File: src/rtl/uart_tx_framer.sv
// UART transmitter: start bit, LSB-first data, optional parity, 1 or 2 stop bits.
// Latency: start bit on the edge after the handshake; one word in flight, o_ready only in IDLE.
module uart_tx_framer #(
    parameter int BAUD_DIV  = 434,
    parameter int DATA_BITS = 8,
    parameter int PARITY    = 0,
    parameter int STOP_BITS = 1
) (
    input  logic                 clk,
    input  logic                 rst_n,
    input  logic [DATA_BITS-1:0] i_data,
    input  logic                 i_valid,
    output logic                 o_ready,
    output logic                 o_tx,
    output logic                 o_busy,
    output logic                 o_done
);

    if (BAUD_DIV < 2 || DATA_BITS < 5 || DATA_BITS > 9 || PARITY < 0 || PARITY > 2 ||
        STOP_BITS < 1 || STOP_BITS > 2) begin : g_param_err
        $error("uart_tx_framer: illegal parameter combination");
    end

    localparam int CW = $clog2(BAUD_DIV);
    localparam int BW = $clog2(DATA_BITS);

    localparam logic [CW-1:0] BAUD_LAST = CW'(BAUD_DIV - 1);
    localparam logic [BW-1:0] DATA_LAST = BW'(DATA_BITS - 1);
    localparam logic [BW-1:0] STOP_LAST = BW'(STOP_BITS - 1);

    localparam logic [2:0] S_IDLE  = 3'd0;
    localparam logic [2:0] S_START = 3'd1;
    localparam logic [2:0] S_DATA  = 3'd2;
    localparam logic [2:0] S_PAR   = 3'd3;
    localparam logic [2:0] S_STOP  = 3'd4;

    logic [2:0]           state;
    logic [CW-1:0]        baud_cnt;
    logic [BW-1:0]        bit_cnt;
    logic [DATA_BITS-1:0] shreg;
    logic                 par_bit;
    logic                 par_calc;
    logic                 tx;

    // Even parity bit equals the XOR of the data; odd parity is its inverse.
    assign par_calc = (PARITY == 2) ? ^i_data : ~^i_data;

    always_ff @(posedge clk) begin
        if (!rst_n) begin
            state    <= S_IDLE;
            baud_cnt <= '0;
            bit_cnt  <= '0;
            tx       <= 1'b1;
        end else if (state == S_IDLE) begin
            if (i_valid) begin
                shreg    <= i_data;
                par_bit  <= par_calc;
                state    <= S_START;
                tx       <= 1'b0;
                baud_cnt <= '0;
                bit_cnt  <= '0;
            end
        end else if (baud_cnt != BAUD_LAST) begin
            baud_cnt <= baud_cnt + CW'(1);
        end else begin
            baud_cnt <= '0;
            case (state)
                S_START: begin
                    state   <= S_DATA;
                    bit_cnt <= '0;
                    tx      <= shreg[0];
                    shreg   <= shreg >> 1;
                end
                S_DATA: begin
                    if (bit_cnt == DATA_LAST) begin
                        bit_cnt <= '0;
                        if (PARITY != 0) begin
                            state <= S_PAR;
                            tx    <= par_bit;
                        end else begin
                            state <= S_STOP;
                            tx    <= 1'b1;
                        end
                    end else begin
                        bit_cnt <= bit_cnt + BW'(1);
                        tx      <= shreg[0];
                        shreg   <= shreg >> 1;
                    end
                end
                S_PAR: begin
                    state   <= S_STOP;
                    bit_cnt <= '0;
                    tx      <= 1'b1;
                end
                S_STOP: begin
                    if (bit_cnt == STOP_LAST) begin
                        state   <= S_IDLE;
                        bit_cnt <= '0;
                    end else begin
                        bit_cnt <= bit_cnt + BW'(1);
                    end
                end
                default: begin
                    state <= S_IDLE;
                    tx    <= 1'b1;
                end
            endcase
        end
    end

    assign o_tx    = tx;
    assign o_busy  = (state != S_IDLE);
    assign o_ready = (state == S_IDLE) && rst_n;
    assign o_done  = rst_n && (state == S_STOP) && (baud_cnt == BAUD_LAST) &&
                     (bit_cnt == STOP_LAST);

endmodule

File: config.mk
export PLATFORM = sky130hd
export DESIGN_NAME = uart_tx_framer
export DESIGN_NICKNAME = d
export VERILOG_FILES = /design/src/rtl/uart_tx_framer.sv
export SDC_FILE = /design/constraint.sdc
export NUM_CORES = 1
export LEC_CHECK = 0
export CORE_MARGIN = 3
export CORE_UTILIZATION = 45
export DETAILED_ROUTE_END_ITERATION = 12
export PLACE_DENSITY = 0.73
export SYNTH_ARGS = -nofsm -noshare
export SYNTH_HDL_FRONTEND = slang
export SYNTH_SLANG_ARGS = --single-unit
File: constraint.sdc
create_clock -name clk -period 3.9 [get_ports clk]
set_input_delay 0.39 -clock clk [delete_from_list [all_inputs] [get_ports clk]]
set_output_delay 0.39 -clock clk [all_outputs]
set_load 0.02 [all_outputs]
; Word-level counts from Yosys, hierarchy flattened
; Index checks and enable logic that the tools add are counted.
[totals]
register_bits = 24
inputBits = 11
output_inout_bits = 4
[op_classes]
n_addsub = 2
eq_ne = 13
mux = 25
reduce_logical = 14
[ops]
columns = cell, count
row1 = 8-bit 2-to-1 mux, 4
row2 = 3-bit 2-to-1 mux, 10
row3 = 9-bit 2-to-1 mux, 3
row4 = 8-bit case mux with 2 select lines, 1
row5 = 3-bit case mux with 4 select lines, 1
row6 = "9-bit by 1-bit adder with 9-bit output, second input constant", 1
row7 = "9-bit equality test, second input constant", 1
row8 = "3-bit != test, second input constant", 3
row9 = "9-bit != test, second input constant", 1
row10 = 3-bit case mux with 3 select lines, 1
row11 = "3-bit by 2-bit equality test with 1-bit output, second input constant", 2
row12 = "3-bit equality test, second input constant", 2
row13 = 3-bit logical NOT, 2
row14 = 3-bit AND reduction, 2
row15 = 3-bit nonzero test, 2
row16 = 5-bit AND reduction, 1
row17 = 1-bit logical AND, 4
row18 = 1-bit 2-to-1 mux, 4
row19 = "2-bit != test, second input constant", 2
row20 = 4-bit AND reduction, 1
row21 = 4-bit nonzero test, 1
row22 = "3-bit by 1-bit adder with 3-bit output, second input constant", 1
row23 = "3-bit by 1-bit equality test with 1-bit output, second input constant", 1
row24 = 1-bit case mux with 3 select lines, 1
row25 = 2 further kinds, 2

; Logic depth before layout (Yosys ltp)
; Gate-level depths: netlist (run 1).
[logic_depth]
depth_word = 5
mapped_depth = 6
depth_no_buf = 6

; Worst setup path before layout (run 1)
; OpenSTA, ideal clock, no wires.
[synth_path]
kind = reg2reg
from = reg bit_cnt[0]
to = reg shreg[0], enable pin
arrival_time_ns = 1.329
required_ns = 3.530
path_slack_ns = 2.201
path_stages_with_launch = 6
n_path_buf = 0
period_less_slack_ns = 1.699
path_cell_list = dfxtp_1 > ha_1 > ha_1 > o21ai_0 > o311ai_0 > nor2_1
[synth_via]
elab_chain_cells = 3
[synth_rtl]
columns = element, line_no
row1 = "start, declared", 39  ; logic [BW-1:0] bit_cnt;
row2 = "start signal, assigned", 85  ; bit_cnt <= bit_cnt + BW'(1);
row3 = "start signal, assigned", 100  ; bit_cnt <= bit_cnt + BW'(1);
row4 = 3-bit equality test, 75  ; if (bit_cnt == DATA_LAST) begin
row5 = 3-bit != test (no source line), n/a
row6 = 5-bit AND reduction (no source line), n/a
row7 = "end signal, assigned", 56  ; shreg <= i_data;
row8 = "end signal, assigned", 72  ; shreg <= shreg >> 1;
row9 = "end signal, assigned", 87  ; shreg <= shreg >> 1;
row10 = "end, declared", 40  ; logic [DATA_BITS-1:0] shreg;
; No other way between the ends.
; A chain may end at the register's enable or synchronous reset.

; Worst setup path in the final report (run 1)
[layout_path]
from = reg state[0]
to = out o_ready
[layout_via]
elab_chain_cells = 2
[layout_rtl]
columns = element, line_no
row1 = "start, declared", 37  ; logic [2:0] state;
row2 = "start signal, assigned", 50  ; state <= S_IDLE;
row3 = "start signal, assigned", 58  ; state <= S_START;
row4 = "start signal, assigned", 69  ; state <= S_DATA;
row5 = 3-bit logical NOT, 113  ; assign o_ready = (state == S_IDLE) && rst_n;
row6 = 1-bit logical AND, 113
row7 = "end, declared", 13  ; output logic o_ready,
; No other way between the ends.

==> impl_metrics.sql, run 1 <==
INSERT INTO impl_metrics (metric_group, metric, value, unit) VALUES
('worst_setup_path', 'start_kind', 'register', ''),
('final_layout', 'layout.cells.most_common_list', 'sky130_fd_sc_hd__nand2_1 (33), sky130_fd_sc_hd__dfxtp_1 (16), sky130_fd_sc_hd__clkdlybuf4s50_1 (14)', ''),
('cts', 'cts_setup_buffers', '0', ''),
('worst_setup_path', 'crit_arrival', '2.47', 'ns'),
('synthesis', 'yosys_warnings', '0', ''),
('run_status', 'run_status', 'complete, no violations', ''),
('synthesis', 'synth_flop_cell', 'sky130_fd_sc_hd__dfxtp_1', ''),
('placed_design', 'post_dp_cell_area', '1564', 'sq um'),
('synthesis', 'synth_edf_count', '8', ''),
('cts', 'post_cts.resized_instances', '0', ''),
('sta', 'tightest_slew', '0.7808', 'ns'),
('cts', 'cts-root-buf', 'sky130_fd_sc_hd__clkbuf_4', ''),
('final_layout', 'fin_util', '56.20', '%'),
('cts', 'max-clock-path-buffers', '2', ''),
('synthesis', 'synthesis.nets', '170', ''),
('worst_setup_path', 'rr_worst_depth', '3', ''),
('min_path', 'timing.hold.worst_endpoint', 'bit_cnt[0]$_SDFFE_PN0P_', ''),
('sta', 'setup-tns-final', '0', 'ns'),
('synthesis', 'netlist_instances', '154', ''),
('floorplan', 'area_of_the_die', '3869', 'sq um'),
('sta', 'rsz0062_at_grt', 'no', ''),
('worst_setup_path', 'critPathKind', 'reg -> out', ''),
('final_layout', 'final_net_count', '182', ''),
('grt', 'grt.overflow.total', '0', ''),
('synthesis', 'cell_area_synth', '1421', 'sq um'),
('routing', 'route.final.wire_length', '2.808', 'mm'),
('floorplan', 'rows', '19', ''),
('grt', 'initial_antenna_violation_count', '0', ''),
('worst_setup_path', 'path_buf_inv', '2', ''),
('floorplan', 'fp.coreArea', '2877', 'sq um'),
('min_path', 'min-delay-path-class', 'reg -> reg', ''),
('grt', 'grt_pass1_vias', '1086', ''),
('final_layout', 'insertedDiodeCount', '0', ''),
('final_layout', 'finish.instance_area', '1617', 'sq um'),
('placed_design', 'port_buffers', '14', ''),
('final_layout', 'drive_gt1_share', '8.485', '%'),
('flow_run', 'maxCapViolations', '0', ''),
('cts', 'clk_transition_reported_paths', '0.14', 'ns'),
('final_layout', 'layout_commonest_cell', 'sky130_fd_sc_hd__nand2_1', ''),
('synthesis', 'synth.ff_latch_count', '24', ''),
('sta', 'timing.final.setup_violations', '0', ''),
('cts', 'tritoncts_buffer_count', '3', ''),
('routing', 'vias', '1138', ''),
('final_layout', 'fillCellCount', '266', ''),
('worst_setup_path', 'crit_path_end_kind', 'output pin', ''),
('grt', 'global_route_wire_length_before_repair', '4.830', 'mm'),
('power', 'power.ir.vdd_worst', '0.2124', 'mV'),
('worst_setup_path', 'reg2reg_from', 'state[0]$_SDFFE_PN0P_', ''),
('sta', 'worst_slew_margin_rel', '47.66', '%'),
('floorplan', 'height_of_the_die', '62.20', 'um'),
('sta', 'final.min_clock_period', '2.857', 'ns'),
('worst_setup_path', 'timing.critical_path.max_delay_family', 'buffers and inverters', ''),
('power', 'power.leakage', '0.0006504', 'uW'),
('cts', 'cts_sinks', '24', ''),
('routing', 'drt-wirelength-per-cell', '13.57', 'um'),
('grt', 'pin_count_of_the_biggest_net_entering_global_routing', '18', ''),
('sta', 'clock_tree_skew_after_final_layout', '0.005382', 'ns'),
('worst_setup_path', 'crit_path_max_incr_delay', '0.68', 'ns'),
('floorplan', 'start_util', '49.41', '%'),
('grt', 'grt_use_total', '15.34', '%'),
('power', 'totalPowerFinal', '563.9', 'uW'),
('routing', 'drtIter0Drc', '29', ''),
('power', 'pwr_density_cell', '348.8', 'nW/um^2'),
('placed_design', 'dp_hpwl', '2.091', 'mm'),
('routing', 'detailedRoute.firstPassIterationCount', '4', ''),
('cts', 'clk_latency', '0.32', 'ns'),
('synthesis', 'seq_area_frac_synth', '39.44', '%'),
('floorplan', 'die_w', '62.20', 'um'),
('routing', 'drtAntennaViolNets', '0', ''),
('synthesis', 'post_synth_num_cell_types', '48', ''),
('min_path', 'hp-start', 'bit_cnt[0]$_SDFFE_PN0P_', '');
routing by layer:
| metal | track usage [%] | vias to the layer above | share of wire, % |
|---|---|---|---|
| li1 | - | 579 | - |
| met5 | 0 | - | 0 |
| met3 | 4.324 | 2 | 4.3 |
| met4 | 4.696 | 0 | 0.96 |
| met2 | 25.27 | 26 | 47 |
| met1 | 19.48 | 531 | 48 |
state kept, by name, indices dropped and copies added, names as in the netlist:
| name | count |
|---|---|
| baud_cnt | 9 |
| shreg | 8 |
| bit_cnt | 3 |
| state | 3 |
| o_tx | 1 |
where the power goes:
part           switching, uW  total (uW)  internal (uW)
clock network           78.1         182            104
registers               9.85         285            275
logic                   56.4        97.2           40.8
worst register-to-register path, cell delays in order (launching register included):
cell,delay [ns]
sky130_fd_sc_hd__dfxtp_1,0.44
sky130_fd_sc_hd__nor3_2,0.68
sky130_fd_sc_hd__a21oi_4,0.13
sky130_fd_sc_hd__nor2_1,0.54
through the flow:
step,hold WS [ns],worst slack [ns],instances
2_1_floorplan,0.4521,2.201,154
3_3_place_gp,0.4670,1.330,203
3_5_place_dp,0.4784,1.306,203
4_1_cts,0.4977,1.015,207
5_1_grt,0.5303,0.8291,207
6_report,0.4926,1.043,207
worst max path at each step:
stage,slack (ns),endpoint,from,cells past startpoint
finish,1.04,o_ready,state[0]$_SDFFE_PN0P_,4
global route,0.83,o_ready,state[0]$_SDFFE_PN0P_,4
CTS,1.01,o_ready,state[0]$_SDFFE_PN0P_,4
detailed placement,1.31,shreg[7]$_SDFFCE_PP0P_,rst_n,4
global placement,1.33,o_ready,rst_n,4
floorplan,2.20,shreg[0]$_DFFE_PP_,bit_cnt[0]$_SDFFE_PN0P_,5
cells by family (layout without fill, tap and decap cells):
kind of cell    count (synthesis)  after routing  share of synthesized area, %
buf+inv                        14             25                         5.369
fa+ha+maj                       5              5                         4.401
mux                             8              8                         5.986
flops                          24             24                         39.44
simple gates                   74             74                         27.47
compound gates                 29             29                         17.34
final cells by class:
| type | count | area (sq um) | share of cell area, % |
|---|---|---|---|
| Clock buffer | 3 | 22.52 | 1.393 |
| Clock inverter | 1 | 30.03 | 1.858 |
| Inverter | 7 | 26.28 | 1.625 |
| Multi-Input combinational cell | 116 | 784.5 | 48.53 |
| Sequential cell | 24 | 560.5 | 34.67 |
| Tap cell | 42 | 52.55 | 3.251 |
| Timing Repair Buffer | 14 | 140.1 | 8.669 |
cell usage after synthesis, types with 2 or more instances:
| cell | number | share of area, % |
|---|---|---|
| sky130_fd_sc_hd__a21oi_1 | 3 | 1.1 |
| sky130_fd_sc_hd__and2_1 | 6 | 2.6 |
| sky130_fd_sc_hd__and3_1 | 2 | 0.88 |
| sky130_fd_sc_hd__and3_2 | 2 | 1.1 |
| sky130_fd_sc_hd__buf_4 | 2 | 1.1 |
| sky130_fd_sc_hd__buf_6 | 2 | 1.6 |
| sky130_fd_sc_hd__clkbuf_1 | 2 | 0.53 |
| sky130_fd_sc_hd__dfxtp_1 | 16 | 23 |
| sky130_fd_sc_hd__edfxtp_1 | 8 | 17 |
| sky130_fd_sc_hd__ha_1 | 5 | 4.4 |
| sky130_fd_sc_hd__inv_1 | 6 | 1.6 |
| sky130_fd_sc_hd__mux2i_1 | 6 | 4.2 |
| sky130_fd_sc_hd__nand2_1 | 33 | 8.7 |
| sky130_fd_sc_hd__nand3_1 | 7 | 2.5 |
| sky130_fd_sc_hd__nor2_1 | 6 | 1.6 |
| sky130_fd_sc_hd__nor2b_1 | 3 | 1.3 |
| sky130_fd_sc_hd__nor3_1 | 4 | 1.4 |
| sky130_fd_sc_hd__nor3b_1 | 2 | 1.1 |
| sky130_fd_sc_hd__o211a_1 | 5 | 3.5 |
| sky130_fd_sc_hd__o211ai_1 | 3 | 1.6 |
| sky130_fd_sc_hd__o21ai_0 | 2 | 0.70 |
| sky130_fd_sc_hd__o31a_1 | 2 | 1.2 |
| sky130_fd_sc_hd__or3b_1 | 2 | 1.2 |
(Power assumes the default switching activity.)
==> run 2, diff against run 1 <==
- clock period: 3.9 -> 2.9 ns (I/O delays scaled with it)
==> run 2 against run 1 <==
Net effect:
- setup slack lost 0.51 ns
- non-clock buffer count grew 2
- highest routed layer unchanged
- power grew 30%
- global-route usage shrank 0.54 points
- largest cell class unchanged
- cell area grew 0.62%
==> impl_metrics.sql, run 2 (synthesis results as in run 1) <==
INSERT INTO impl_metrics (metric_group, metric, value, unit) VALUES
('sta', 'timing.final.max_slew_violations', '0', ''),
('sta', 'clock_tree_skew_after_final_layout', '0.009063', 'ns'),
('worst_setup_path', 'critPathRequiredTime', '2.61', 'ns'),
('routing', 'drtAntennaViolNets', '0', ''),
('cts', 'cts_sinks', '24', ''),
('min_path', 'hp-start', 'bit_cnt[0]$_SDFFE_PN0P_', ''),
('worst_setup_path', 'path_buf_inv', '3', ''),
('sta', 'setup-tns-final', '0', 'ns'),
('power', 'clock_power_share', '29.2', '%'),
('grt', 'initial_antenna_violation_count', '0', ''),
('routing', 'detailedRoute.firstPassIterationCount', '4', ''),
('cts', 'max-clock-path-buffers', '2', ''),
('cts', 'cts-root-buf', 'sky130_fd_sc_hd__clkbuf_4', ''),
('final_layout', 'fillCellCount', '275', ''),
('routing', 'route.final.wire_length', '2.787', 'mm'),
('worst_setup_path', 'timing.critical_path.max_delay_family', 'buffers and inverters', ''),
('worst_setup_path', 'start_kind', 'register', ''),
('final_layout', 'drive_gt1_share', '9.581', '%'),
('placed_design', 'port_buffers', '14', ''),
('grt', 'grt_pass1_vias', '1068', ''),
('final_layout', 'top_regs', 'baud_cnt x9, shreg x8', ''),
('cts', 'ctsHtreeMaxLevel', '1', ''),
('power', 'pwr-share-seq', '52.3', '%'),
('power', 'comb_power_share', '18.5', '%'),
('power', 'pwr_density_cell', '449.6', 'nW/um^2'),
('routing', 'via_per_inst', '5.478', ''),
('power', 'p_int', '533.1', 'uW'),
('floorplan', 'fp.coreArea', '2877', 'sq um'),
('grt', 'grt_use_total', '14.80', '%'),
('placed_design', 'gp_congestion', '0.8122', ''),
('routing', 'drc', '0', ''),
('power', 'swShare', '27.11', '%'),
('routing', 'drt-wirelength-per-cell', '13.33', 'um'),
('placed_design', 'number_of_placed_instances_taps_included', '205', ''),
('worst_setup_path', 'crit_path_start', 'state[0]$_SDFFE_PN0P_', ''),
('sta', 'tightest_slew', '0.6376', 'ns'),
('floorplan', 'die_w', '62.20', 'um'),
('run_status', 'run_status', 'complete, no violations', ''),
('worst_setup_path', 'reg2reg_from', 'bit_cnt[1]$_SDFFE_PN0P_', ''),
('final_layout', 'largest_register_ff_count', '9', ''),
('grt', 'grt.overflow.total', '0', ''),
('power', 'power.ir.vdd_worst', '0.2578', 'mV'),
('sta', 'hold_viol_final', '0', ''),
('final_layout', 'seq_area', '560.5', 'sq um'),
('placed_design', 'dp_hpwl', '2.066', 'mm'),
('final_layout', 'instances_no_fill', '209', ''),
('cts', 'tritoncts_buffer_count', '3', ''),
('cts', 'tritoncts', 'done', ''),
('cts', 'clk_latency', '0.32', 'ns'),
('cts', 'clk_transition_reported_paths', '0.14', 'ns'),
('sta', 'timing.final.crit_share', '81.72', '%'),
('worst_setup_path', 'crit_path_max_incr_delay', '0.62', 'ns'),
('floorplan', 'area_of_the_die', '3869', 'sq um'),
('final_layout', 'layout.cells.most_common_list', 'sky130_fd_sc_hd__nand2_1 (33), sky130_fd_sc_hd__dfxtp_1 (16), sky130_fd_sc_hd__clkdlybuf4s50_1 (14)', ''),
('final_layout', 'top_register', 'baud_cnt', ''),
('cts', 'post_cts.resized_instances', '0', ''),
('worst_setup_path', 'crit_path_end_kind', 'output pin', ''),
('min_path', 'min-delay-path-class', 'reg -> reg', ''),
('power', 'power.leakage', '0.0006579', 'uW'),
('grt', 'global_route_wire_length_before_repair', '4.705', 'mm'),
('final_layout', 'synthToLayoutAreaGrowth', '14.44', '%'),
('flow_run', 'maxCapViolations', '0', ''),
('sta', 'rsz0062_at_grt', 'no', ''),
('grt', 'pin_count_of_the_biggest_net_entering_global_routing', '16', ''),
('cts', 'cts-hold-fix-buffers', '0', ''),
('final_layout', 'multi_input_combinational_cell_area', '784.5', 'sq um'),
('worst_setup_path', 'critPathKind', 'reg -> out', ''),
('sta', 'max_freq', '422.0', 'MHz'),
('cts', 'cts_setup_buffers', '0', ''),
('final_layout', 'layout_commonest_cell', 'sky130_fd_sc_hd__nand2_1', ''),
('sta', 'worst_slew_margin_rel', '57.33', '%'),
('worst_setup_path', 'critical_path.max_fanout', '12', ''),
('power', 'switching_power', '198.3', 'uW'),
('final_layout', 'insertedDiodeCount', '0', ''),
('floorplan', 'height_of_the_die', '62.20', 'um'),
('floorplan', 'rows', '19', ''),
('worst_setup_path', 'critical-path-slowest-cell', 'sky130_fd_sc_hd__clkdlybuf4s50_1', ''),
('sta', 'final.min_clock_period', '2.370', 'ns'),
('final_layout', 'final_net_count', '184', ''),
('routing', 'vias', '1145', ''),
('routing', 'drtIter0Drc', '42', ''),
('sta', 'timing.final.setup_violations', '0', ''),
('floorplan', 'start_util', '49.41', '%'),
('floorplan', 'design.portCount', '15', ''),
('worst_setup_path', 'crit_arrival', '2.08', 'ns'),
('worst_setup_path', 'critical_path.cell_chain', 'nor3_2 > buf_4 > inv_2 > nor2_1 > clkdlybuf4s50_1', '');
## run 2: cell types whose count changed in the layout (fill, tap and decap cells not counted)
cell                        before  now
sky130_fd_sc_hd__buf_4           0    2
sky130_fd_sc_hd__bufinv_16       1    0
sky130_fd_sc_hd__clkbuf_16       0    1
## run 2: worst paths after layout
| path | end | slack, ns | cells past startpoint |
|---|---|---|---|
| setup reg to reg | shreg[5]$_DFFE_PP_ | 0.95 | 5 |
| hold reg to reg | bit_cnt[0]$_SDFFE_PN0P_ | 0.49 | 2 |
| hold / removal | bit_cnt[0]$_SDFFE_PN0P_ | 0.49 | 2 |
| setup / recovery | o_ready | 0.53 | 5 |
## run 2: through the flow
stage / util, % / setup slack (ns) / total power (uW) / hold WS [ns] / instance area, sq um
2_1_floorplan: - / 1.201 / 486.8 / 0.4521 / 1421
3_3_place_gp: 54.89 / 0.7733 / 521.8 / 0.4686 / 1579
3_5_place_dp: 54.89 / 0.7363 / 525.3 / 0.4738 / 1579
4_1_cts: 56.55 / 0.5124 / 740.0 / 0.4929 / 1627
5_1_grt: 56.55 / 0.3816 / 768.1 / 0.5471 / 1627
6_report: 56.55 / 0.5302 / 731.3 / 0.4904 / 1627
## run 2: cell type report
cell class	instances	share of cell area, %
inverter	7	1.615
clock buffer	4	2.923
sequential	24	34.46
multi-input combinational	116	48.23
timing repair buffer	16	9.538
tap	42	3.231
## run 2: layer usage
layer / track usage [%] / vias up / share of wire (%)
li1: - / 585 / -
met1: 18.99 / 539 / 49
met4: 6.354 / 0 / 0.68
met2: 24.06 / 19 / 47
met5: 0 / - / 0
met3: 3.063 / 2 / 3.4
## run 2: power groups by stage
stage	clock network (uW)	logic (uW)	registers, uW
2_1_floorplan	0	102	385
3_3_place_gp	0	132	389
3_5_place_dp	0	135	390
4_1_cts	221	136	383
5_1_grt	234	149	385
6_report	213	135	383
## run 2: tightest hold or removal path: stages, from the launching register on
cell and delay [ns]:
sky130_fd_sc_hd__dfxtp_1 0.35, sky130_fd_sc_hd__nand2_1 0.06, sky130_fd_sc_hd__mux2i_1 0.05
==> run 3, diff against run 2 <==
- clock period: 2.9 -> 2.4 ns (I/O delays scaled with it)
==> run 3 against run 2 <==
Net effect:
- critical path type unchanged
- via count up 0.35%
- worst hold slack worse by 0.00090 ns
- global-route usage hardly changed
- largest power group unchanged
- combinational power increased by 21%
- power increased by 27%
- flip-flop and latch count unchanged
- final cell count grew 0.48%
- cell area up 1.2%
- critical endpoint is now o_done
- clock-buffer cell count decreased by 1
==> impl_metrics.sql, run 3 (synthesis results as in run 1) <==
INSERT INTO impl_metrics (metric_group, metric, value, unit) VALUES
('power', 'comb_power_share', '17.7', '%'),
('final_layout', 'layout.cells.most_common_list', 'sky130_fd_sc_hd__nand2_1 (33), sky130_fd_sc_hd__dfxtp_1 (15), sky130_fd_sc_hd__clkdlybuf4s50_1 (14)', ''),
('placed_design', 'gp_congestion', '0.8068', ''),
('routing', 'drtAntennaViolNets', '0', ''),
('placed_design', 'post_dp_cell_area', '1587', 'sq um'),
('cts', 'tritoncts', 'done', ''),
('power', 'pwr_density_cell', '563.0', 'nW/um^2'),
('final_layout', 'instances_no_fill', '210', ''),
('worst_setup_path', 'crit_arrival', '2.01', 'ns'),
('final_layout', 'synthToLayoutAreaGrowth', '15.76', '%'),
('final_layout', 'finish.instance_area', '1645', 'sq um'),
('power', 'power.ir.vdd_worst', '0.2928', 'mV'),
('cts', 'ctsHtreeMaxLevel', '1', ''),
('sta', 'timing.final.crit_share', '93.93', '%'),
('cts', 'clk_transition_reported_paths', '0.15', 'ns'),
('floorplan', 'area_of_the_die', '3869', 'sq um'),
('worst_setup_path', 'critical_path.max_fanout', '4', ''),
('sta', 'timing.final.setup_violations', '0', ''),
('worst_setup_path', 'timing.critical_path.max_delay_family', 'buffers and inverters', ''),
('final_layout', 'insertedDiodeCount', '0', ''),
('power', 'pwr-share-seq', '50.0', '%'),
('run_status', 'run_status', 'complete, no violations', ''),
('floorplan', 'design.portCount', '15', ''),
('power', 'swShare', '25.75', '%'),
('final_layout', 'top_regs', 'baud_cnt x9, shreg x8', ''),
('final_layout', 'final_net_count', '185', ''),
('grt', 'pin_count_of_the_biggest_net_entering_global_routing', '15', ''),
('worst_setup_path', 'critical_path.cell_chain', 'ha_1 > and4b_4 > nand2_1 > nor2_1 > clkdlybuf4s50_1', ''),
('flow_run', 'maxCapViolations', '0', ''),
('worst_setup_path', 'critPathRequiredTime', '2.16', 'ns'),
('cts', 'tritoncts_buffer_count', '3', ''),
('grt', 'grt_use_total', '14.85', '%'),
('sta', 'tightest_slew', '0.4400', 'ns'),
('grt', 'global_route_wire_length_before_repair', '4.781', 'mm'),
('final_layout', 'drive_gt1_share', '11.31', '%'),
('routing', 'vias', '1149', ''),
('final_layout', 'largest_register_ff_count', '9', ''),
('sta', 'setup-tns-final', '0', 'ns'),
('power', 'totalPowerFinal', '926.3', 'uW'),
('routing', 'detailedRoute.firstPassIterationCount', '4', ''),
('floorplan', 'rows', '19', ''),
('floorplan', 'start_util', '49.41', '%'),
('grt', 'grt.overflow.total', '0', ''),
('cts', 'max-clock-path-buffers', '2', ''),
('sta', 'final.min_clock_period', '2.254', 'ns'),
('floorplan', 'height_of_the_die', '62.20', 'um'),
('routing', 'drt-wirelength-per-cell', '13.09', 'um'),
('final_layout', 'fillCellCount', '259', ''),
('sta', 'clock_tree_skew_after_final_layout', '0.01041', 'ns'),
('grt', 'initial_antenna_violation_count', '0', ''),
('power', 'clock_power_share', '32.4', '%'),
('routing', 'route.final.wire_length', '2.748', 'mm'),
('cts', 'cts_setup_buffers', '0', ''),
('final_layout', 'top_register', 'baud_cnt', ''),
('worst_setup_path', 'start_kind', 'register', ''),
('power', 'p_int', '687.8', 'uW'),
('final_layout', 'fin_util', '57.20', '%'),
('placed_design', 'number_of_placed_instances_taps_included', '206', ''),
('power', 'power.leakage', '0.0006656', 'uW'),
('floorplan', 'die_w', '62.20', 'um'),
('sta', 'worst_slew_margin_rel', '70.62', '%'),
('min_path', 'min-delay-path-class', 'reg -> reg', ''),
('final_layout', 'layout_commonest_cell', 'sky130_fd_sc_hd__nand2_1', ''),
('worst_setup_path', 'crit_path_max_incr_delay', '0.61', 'ns'),
('power', 'switching_power', '238.5', 'uW'),
('sta', 'timing.final.max_slew_violations', '0', ''),
('placed_design', 'dp_hpwl', '2.079', 'mm'),
('grt', 'grt_pass1_vias', '1102', ''),
('placed_design', 'port_buffers', '14', ''),
('sta', 'rsz0062_at_grt', 'no', ''),
('routing', 'via_per_inst', '5.471', ''),
('sta', 'max_freq', '443.6', 'MHz'),
('worst_setup_path', 'crit_path_end_kind', 'output pin', ''),
('worst_setup_path', 'critical-path-slowest-cell', 'sky130_fd_sc_hd__clkdlybuf4s50_1', ''),
('worst_setup_path', 'critPathKind', 'reg -> out', ''),
('routing', 'drc', '0', ''),
('cts', 'cts-hold-fix-buffers', '0', ''),
('cts', 'cts-root-buf', 'sky130_fd_sc_hd__clkbuf_4', ''),
('floorplan', 'fp.coreArea', '2877', 'sq um'),
('routing', 'drtIter0Drc', '28', ''),
('cts', 'clk_latency', '0.32', 'ns'),
('sta', 'hold_viol_final', '0', ''),
('cts', 'cts_sinks', '24', ''),
('worst_setup_path', 'path_buf_inv', '1', '');
==> run 3: cell type report <==
type | count | area (sq um) | share of cell area, %
Clock inverter | 1 | 30.03 | 1.825
Multi-Input combinational cell | 116 | 789.5 | 47.98
Inverter | 7 | 26.28 | 1.597
Tap cell | 42 | 52.55 | 3.194
Sequential cell | 24 | 561.8 | 34.14
Timing Repair Buffer | 17 | 162.7 | 9.886
Clock buffer | 3 | 22.52 | 1.369
==> run 3: worst paths after layout <==
kind / startpoint / to / slack [ns] / depth (start not counted)
max: baud_cnt[0]$_SDFFE_PN0P_ / o_done / 0.15 / 5
min: bit_cnt[0]$_SDFFE_PN0P_ / bit_cnt[0]$_SDFFE_PN0P_ / 0.49 / 2
max reg2reg: state[1]$_SDFFE_PN0P_ / baud_cnt[5]$_SDFFE_PN0P_ / 0.73 / 5
min reg2reg: bit_cnt[0]$_SDFFE_PN0P_ / bit_cnt[0]$_SDFFE_PN0P_ / 0.49 / 2
==> run 3: metrics by stage <==
step / setup WS [ns] / hold WS, ns
4_1_cts: 0.05007 / 0.4928
6_report: 0.1457 / 0.4895
3_5_place_dp: 0.1963 / 0.4730
5_1_grt: 0.01437 / 0.5298
2_1_floorplan: 0.7008 / 0.4144
3_3_place_gp: 0.2447 / 0.4665
==> run 3: layer usage <==
layer,track usage [%],up-vias,share of wire (%),wire [um]
met4,4.144,0,0.69,19
met2,26.75,27,49,1347
met5,0,-,0,0
met3,3.243,2,4.9,134
li1,-,590,-,-
met1,17.67,530,45,1246
==> run 3: worst min-delay path, delay by kind of cell, from the launching register on <==
family	cells	cell delay, ns
muxes	1	0.05
and+or+nand+nor	1	0.06
DFF	1	0.35
==> run 3: power groups by stage <==
| stage | Sequential, uW | Combinational [uW] | Clock, uW |
|---|---|---|---|
| final | 463 | 164 | 300 |
| after global routing | 466 | 184 | 324 |
| after CTS | 463 | 166 | 307 |
| after detailed placement | 472 | 164 | 0 |
| after global placement | 470 | 162 | 0 |
| after floorplan | 465 | 123 | 0 |
==> run 3: what timing repair did <==
item,in CTS,in global routing
resized for setup,0,2
endpoints found under the hold margin,0,0
endpoints found under the setup margin,0,1
==> RTL change: new RTL, settings of run 2 <==
Set the parameter `PARITY` to 1 (it was 0).
--- a/src/rtl/uart_tx_framer.sv
+++ b/src/rtl/uart_tx_framer.sv
@@ -4,5 +4,5 @@
     parameter int BAUD_DIV  = 434,
     parameter int DATA_BITS = 8,
-    parameter int PARITY    = 0,
+    parameter int PARITY    = 1,
     parameter int STOP_BITS = 1
 ) (
Behaviour: same outputs for any inputs over 10 cycles, from zero or initial values and one cycle with rst_n low; that may be too few to reach the edited logic, so the function may still have changed.
==> RTL change against run 2 <==
Design area increased by 4.0%. Area after synthesis increased by 5.8%. Wire length increased by 18%. Critical endpoint is now o_busy. Sequential cell count increased by 1. Total power decreased by 6.4%. First-iteration DRC count increased by 81%. Setup slack got worse by 0.062 ns. Combinational power about the same. Largest power group unchanged. Sequential share of layout area increased by 0.45 points.
==> RTL change: results (changes against run 2) <==
* WL per Instance at 14.8 µm (+11%)
* Sequential share of the synthesized area at 39.3% (-0.17 points)
* Worst VDD drop at 228 µV (-12%)
* Mapped Cells at 167 (+8.4%)
* Synth top cells by count: 33 x nand2_1, 16 x dfxtp_1, 9 x edfxtp_1
* DRT iter0 DRCs at 76 (+81%)
* Worst Skew at 0.00134 ns (-0.00773 ns)
* Worst skew pair latency at 0.31 ns
* First-pass GRT wire length at 5720 µm (+22%)
* RePlAce Congestion at 0.826 (+1.7%)
* Placed cell count at 218 (+6.3%)
* Number of global-route vias before repair at 1268 (+19%)
* Slowest CP cell: dfxtp_1
* # Post-CTS Setup Buffers at 0 (unchanged)
* Layout cells sized above 1 at 7.87% (-1.7 points)
* Hold EP: bit_cnt[0]
* FF-to-FF End: baud_cnt[3]
* Vias/cell at 5.84 (+6.6%)
* Fill cells at 301 (+9.5%)
* Reg2reg setup slack at 0.89 ns (-0.06 ns)
* Post-Syn Nets at 184 (+8.2%)
* Main synth FF type: dfxtp_1
* WL final at 3300 µm (+18%)
* Rel. slew slack at 56.3% (-1.1 points)
* Status: completed
* Final HPWL DP at 2450 µm (+19%)
* Unique masters post-synth at 45 (-6.3%)
* Largest net degree at the start of global routing at 15 (-1)
* Synth area leaders: dfxtp_1 21%, edfxtp_1 18%, nand2_1 8.2%
* Final nets at 196 (+6.5%)
* Leakage at 0.637 nW (-3.2%)
* GRT Total Usage at 17.7% (+2.9 points)
* Crit path DAT at 2.14 ns (+0.06 ns)
* Post-synth EDFFs at 9 (+1)
* Worst Path Max Fanout at 14 (+2)
==> RTL change: changes by cell type in the layout (fill, tap and decap cells not counted), moves of 3 or more <==
cell             run 2  this run
a21oi_1              3         8
a311oi_1             1         4
o211a_1              5         2
xnor2_1              0         7
==> RTL change: report_power, final <==
group	internal [W]	switching [W]	total, W
registers	0.000386	0.0000131	0.000399
logic	0.0000605	0.0000746	0.000135
clock network	0.0000537	0.0000968	0.000150
total	0.000500	0.000185	0.000684
==> RTL change: area by class of cell <==
| cell class | instances | area (µm²) | share of cell area, % |
|---|---|---|---|
| clock buffer | 4 | 26.3 | 1.55 |
| inverter | 7 | 26.3 | 1.55 |
| multi-input combinational | 125 | 831 | 49.1 |
| sequential | 25 | 591 | 34.9 |
| tap | 44 | 55.1 | 3.25 |
| timing repair buffer | 17 | 163 | 9.62 |
==> RTL change: through the flow <==
step | utilization (%) | setup WS (ns) | cell area [µm²] | power, W | hold WS, ns
final | 54.1 | 0.469 | 1690 | 0.000684 | 0.503
after CTS | 54.1 | 0.446 | 1690 | 0.000692 | 0.504
after global placement | 53.2 | 0.879 | 1670 | 0.000535 | 0.462
after global routing | 54.1 | 0.323 | 1690 | 0.000729 | 0.531
after detailed placement | 53.2 | 0.834 | 1670 | 0.000542 | 0.485
after floorplan | - | 0.599 | 1500 | 0.000492 | 0.451
==> RTL change: per-layer routing <==
metal	global-route usage, %	vias to the layer above	wire [µm]
met5	0	-	0
met1	22.5	637	1500
met2	30.5	34	1650
met3	2.81	2	129
li1	-	624	-
met4	5.66	0	21
==> RTL change: cell families after synthesis <==
family / share of synthesized area [%]
and+or+nand+nor: 25.3
AOI/OAI and AO/OA: 17.6
DFF: 39.3
buffers and inverters: 5.49
xor gates and xnor gates: 4.08
adders and majority gates: 4.99
muxes: 3.33
